===== src/rtl/edge_dec_pkg.sv =====
// Shared types and constants for the edge_decoder run-length receiver.
// Optional statistics/saturation build: define EDGE_DEC_STAT_EN.
package edge_dec_pkg;

    localparam int unsigned CNT_W_DEF = 8;
    localparam int unsigned DEPTH_DEF = 4;

    // Run-length entry for the default configuration; the top re-declares it at its own CNT_W.
    typedef struct packed {
        logic                 lvl;
        logic [CNT_W_DEF-1:0] len;
    } run_entry_t;

    // Pointer width: index bits plus one wrap bit to tell full from empty.
    function automatic int unsigned ptr_w(input int unsigned depth);
        return $clog2(depth) + 1;
    endfunction

endpackage


===== src/rtl/edge_dec_fifo.sv =====
// Synchronous circular FIFO of run entries; a push into a full FIFO is dropped
// unless a pop happens in the same cycle.
module edge_dec_fifo
    import edge_dec_pkg::*;
#(
    parameter type         entry_t = run_entry_t,
    parameter int unsigned DEPTH   = DEPTH_DEF
) (
    input  logic   clk,
    input  logic   rstn,
    input  logic   push_i,
    input  entry_t push_data_i,
    input  logic   pop_i,
    output entry_t head_o,
    output logic   empty_o,
    output logic   drop_o
);

    localparam int unsigned PTR_W = ptr_w(DEPTH);
    localparam int unsigned IDX_W = PTR_W - 1;

    logic [PTR_W-1:0] wr_q, rd_q;
    entry_t           mem_q [DEPTH];
    logic             full, empty, do_pop, do_push;

    always_comb begin
        empty   = (wr_q == rd_q);
        full    = (wr_q[PTR_W-1] != rd_q[PTR_W-1]) &&
                  (wr_q[IDX_W-1:0] == rd_q[IDX_W-1:0]);
        do_pop  = pop_i && !empty;
        // A pop in the same cycle frees the slot the new entry lands in.
        do_push = push_i && (!full || do_pop);
        drop_o  = push_i && full && !do_pop;
        empty_o = empty;
        head_o  = mem_q[rd_q[IDX_W-1:0]];
    end

    always_ff @(posedge clk or negedge rstn) begin
        if (!rstn) begin
            wr_q <= '0;
            rd_q <= '0;
            for (int unsigned i = 0; i < DEPTH; i++) begin
                mem_q[i] <= '0;
            end
        end else begin
            if (do_push) begin
                mem_q[wr_q[IDX_W-1:0]] <= push_data_i;
                wr_q                   <= wr_q + PTR_W'(1);
            end
            if (do_pop) begin
                rd_q <= rd_q + PTR_W'(1);
            end
        end
    end

endmodule


===== src/rtl/edge_decoder.sv =====
// Rebuilds a level from its edge-pulse stream and queues the length of each completed run.
// Define EDGE_DEC_STAT_EN for a saturating run counter and the sticky err output.
module edge_decoder
    import edge_dec_pkg::*;
#(
    parameter int unsigned CNT_W = CNT_W_DEF,
    parameter int unsigned DEPTH = DEPTH_DEF
) (
    input  logic             clk,
    input  logic             rstn,
    input  logic             in,
    output logic             out,
    output logic [CNT_W-1:0] run_len,
    output logic             run_lvl,
    output logic             run_valid,
    input  logic             run_ready
`ifdef EDGE_DEC_STAT_EN
    ,
    output logic             err
`endif
);

    typedef struct packed {
        logic             lvl;
        logic [CNT_W-1:0] len;
    } entry_t;

    localparam logic [CNT_W-1:0] CNT_MAX = '1;

    logic             out_q, out_d;
    logic [CNT_W-1:0] cnt_q, cnt_d, len_c;
    entry_t           push_entry, head;
    logic             empty;
`ifdef EDGE_DEC_STAT_EN
    logic             err_q, err_d, sat_c, drop;
`else
    logic             drop_unused;
`endif

    // Next level, run counter and push entry; len is the count including this pulse cycle.
    always_comb begin
        out_d = out_q ^ in;
        len_c = cnt_q + CNT_W'(1);
`ifdef EDGE_DEC_STAT_EN
        sat_c = (cnt_q == CNT_MAX);
        if (sat_c) begin
            len_c = CNT_MAX;
        end
        err_d = err_q | sat_c | drop;
`endif
        cnt_d      = in ? '0 : len_c;
        push_entry = '{lvl: out_q, len: len_c};
    end

    always_ff @(posedge clk or negedge rstn) begin
        if (!rstn) begin
            out_q <= 1'b0;
            cnt_q <= '0;
`ifdef EDGE_DEC_STAT_EN
            err_q <= 1'b0;
`endif
        end else begin
            out_q <= out_d;
            cnt_q <= cnt_d;
`ifdef EDGE_DEC_STAT_EN
            err_q <= err_d;
`endif
        end
    end

    edge_dec_fifo #(
        .entry_t (entry_t),
        .DEPTH   (DEPTH)
    ) u_fifo (
        .clk         (clk),
        .rstn        (rstn),
        .push_i      (in),
        .push_data_i (push_entry),
        .pop_i       (run_ready),
        .head_o      (head),
        .empty_o     (empty),
`ifdef EDGE_DEC_STAT_EN
        .drop_o      (drop)
`else
        .drop_o      (drop_unused)
`endif
    );

    assign out       = out_q;
    assign run_valid = !empty;
    assign run_len   = head.len;
    assign run_lvl   = head.lvl;
`ifdef EDGE_DEC_STAT_EN
    assign err       = err_q;
`endif

endmodule


===== config.mk =====
export PLATFORM = sky130hd
export DESIGN_NAME = edge_decoder
export DESIGN_NICKNAME = d
export VERILOG_FILES = /design/src/rtl/edge_dec_pkg.sv /design/src/rtl/edge_dec_fifo.sv /design/src/rtl/edge_decoder.sv
export SDC_FILE = /design/constraint.sdc
export NUM_CORES = 1
export LEC_CHECK = 0
export ABC_CLOCK_PERIOD_IN_PS = 2610
export CORE_MARGIN = 3
export CORE_UTILIZATION = 55
export DETAILED_ROUTE_END_ITERATION = 16
export PLACE_DENSITY = 0.86
export SLEW_MARGIN = 20
export SYNTH_ARGS = -nofsm -noshare
export SYNTH_HDL_FRONTEND = slang
export SYNTH_SLANG_ARGS = --single-unit

===== constraint.sdc =====
create_clock -name clk -period 2.61 [get_ports clk]
set_input_delay 0.783 -clock clk [delete_from_list [all_inputs] [get_ports clk]]
set_output_delay 0.783 -clock clk [all_outputs]
set_load 0.1 [all_outputs]

==> metrics.txt <==
share of layout cells above drive strength 1=31.46%; clk_lat worst skew=0.30 ns; GP Congestion=0.7368; via count=1439; status=finished clean; Data required, critical path=1.83 ns; Fin Setup TNS=0 ns; CTS buffer count=5; CP max stage cell=dfrtp_1; crit-path cells=xor2_4, or3b_1, buf_12; Cell Area, Synth=2391 um^2; Tmin final=2.550 ns; Clock Sinks=51; starting density of the core=58.51%; Max Freq=0.3921 GHz; register area share after synthesis=53.38%; Pleak=0.001265 uW; FP Rows=23; post-synthesis cell count=183; vias per cell=5.471; MaxCap Viol Count=0; power density over the cells=1353 nW/um^2; Cell variety after synth=26; post-route DRC violation count=0; syn_nets=193; Final period util=97.71%; DIE HEIGHT=71.94 um; Final Setup Violations=0; peak supply drop=0.001102 V; critical path data arrival time=1.77 ns; port bufs=14; critical path class=reg -> out; worst slack, placed=0.1956 ns; slowest stage delay, CP=0.51 ns; synth warn=0; CP Launch Type=flip-flop; core area=4086 um^2; CTS tree=done; Final Hold Vio Count=0; initial antenna violation count=0; Worst Setup End Kind=primary output; Clock Pin Slew Worst Setup and Hold Paths=0.09 ns; Root Buffer=clkbuf_8; number of global-route vias before repair=1477; RSZ-0062 raised after global routing=false; worst hold path type=in -> async; headroom to the max-slew limit=69.14%; Area growth syn-to-layout=19.62%; die area=5175 um^2; Routed wire per std cell=16.66 um; largest net degree at the start of global routing=23; total number of H-tree levels=2; I/O pins=15; gr usage total=19.44%; DP HPWL=3.157 mm; diode count=0; Post-Syn Area per Cell=13.07 um^2; Slew @ Worst Pin=0.4613 ns; global-route wire length before repair=7.479 mm; CTS Buffer Depth=2; Slew Viols, Final=0; detailed-router iteration count before antenna repair=4; worst setup slack after layout=0.05977 ns; DRT antenna net count=0; gr ovfl total=0; final WL=4.382 mm; Worst Skew=0.007085 ns; number of synthesized register bits=51; critical path fanouts, max=6; Die W=71.94 um; Detailed Route Iter0 Violations=87; Layout Nets=223
## per-layer routing
layer | GRT usage, % | up-vias | share of wire, %
met2 | 30.41 | 19 | 49
met3 | 5.402 | 6 | 2.5
met5 | 0 | - | 0
met1 | 26.35 | 716 | 47
li1 | - | 698 | -
met4 | 6.889 | 0 | 1.5
## kinds of logic after synthesis
group,after synthesis,synth area share [%]
adder cells (fa/ha/maj),6,3.140
multiplexers,19,13.66
flip-flops,51,53.38
XOR/XNOR,14,7.012
buffers and inverters,10,2.407
AND/OR/NAND/NOR,50,9.105
AO/OA/AOI/OAI,33,11.30
## worst paths after layout
path                                  from               end  slack, ns  cells after the start
max reg2reg                 u_fifo.wr_q[0]    u_fifo.rd_q[1]       0.75                      4
min                                   rstn          cnt_q[7]       0.38                      1
max                         u_fifo.wr_q[0]         run_valid       0.06                      3
max in group asynchronous             rstn  u_fifo.mem_q[17]       1.63                      2
min reg2reg                u_fifo.mem_q[5]   u_fifo.mem_q[5]       0.48                      2
min in group clk           u_fifo.mem_q[5]   u_fifo.mem_q[5]       0.48                      2
## synth_stat cells (all sizes together)
master | instances | share of area [%]
or3b | 1 | 0.37
and3 | 2 | 0.52
mux2 | 10 | 5.2
and2 | 4 | 1.0
nor2b | 1 | 0.26
nor2 | 7 | 1.1
mux4 | 9 | 8.5
nand2 | 29 | 4.6
clkbuf | 1 | 0.16
o21ai | 28 | 6.3
xnor2 | 6 | 3.0
inv | 2 | 0.31
xor2 | 8 | 4.0
buf | 7 | 1.9
nand3 | 6 | 1.3
dfrtp | 51 | 53
ha | 6 | 3.1
o41ai | 5 | 5.0
## registers in the layout, indices dropped and copies added, names as in the netlist
name          cells
u_fifo.rd_q       3
cnt_q             8
out               1
u_fifo.wr_q       3
u_fifo.mem_q     36
## repair_timing
action | in CTS | in global routing
hold buffers | 0 | 0
setup buffers | 1 | 0
setup endpoints to repair | 8 | 1
gates cloned | 0 | 0
pin swaps | 1 | 0
hold endpoints to repair | 0 | 0
gates resized for setup | 1 | 2
## through the flow
| step | utilization [%] | cells | power (uW) | area (um^2) | hold slack [ns] |
|---|---|---|---|---|---|
| 2_1_floorplan | - | 183 | 2728 | 2391 | 0.4446 |
| 3_3_place_gp | 67.45 | 255 | 3355 | 2756 | 0.4562 |
| 3_5_place_dp | 67.45 | 255 | 3414 | 2756 | 0.4610 |
| 4_1_cts | 69.69 | 263 | 3880 | 2848 | 0.3682 |
| 5_1_grt | 69.99 | 263 | 4077 | 2860 | 0.3804 |
| 6_report | 69.99 | 263 | 3869 | 2860 | 0.3750 |
## cells in the final DEF, fill, tap and decap left out, drive strengths merged
master and instances:
ha 6, mux4 9, clkinv 2, mux2 10, nand3 6, or3b 1, inv 2, nor2 7
and3 2, nand2 29, xor2 8, clkbuf 5, dfrtp 51, buf 29, xnor2 6, nor2b 1
o21ai 28, and2 4, o41ai 5, clkdlybuf4s50 2
## critical path: cells and delay by family (launching register included)
family | cells | cell delay (ns)
buf+inv | 1 | 0.20
simple gates | 1 | 0.46
xor+xnor | 1 | 0.28
flops | 1 | 0.51
## where the power goes
| group | internal [uW] | total (uW) | switching (uW) |
|---|---|---|---|
| clock network | 184 | 437 | 253 |
| registers | 1010 | 1220 | 215 |
| logic | 896 | 2210 | 1310 |
## area by class of cell
type                       instances  area (um^2)
timing repair buffer              31        360.3
fill                             273         1226
inverter                           2        7.507
clock inverter                     2        13.76
multi-input combinational        122         1069
clock buffer                       5        68.82
sequential                        51         1279
tap                               50        62.56
No activity file was read; power rests on OpenSTA's default activity.
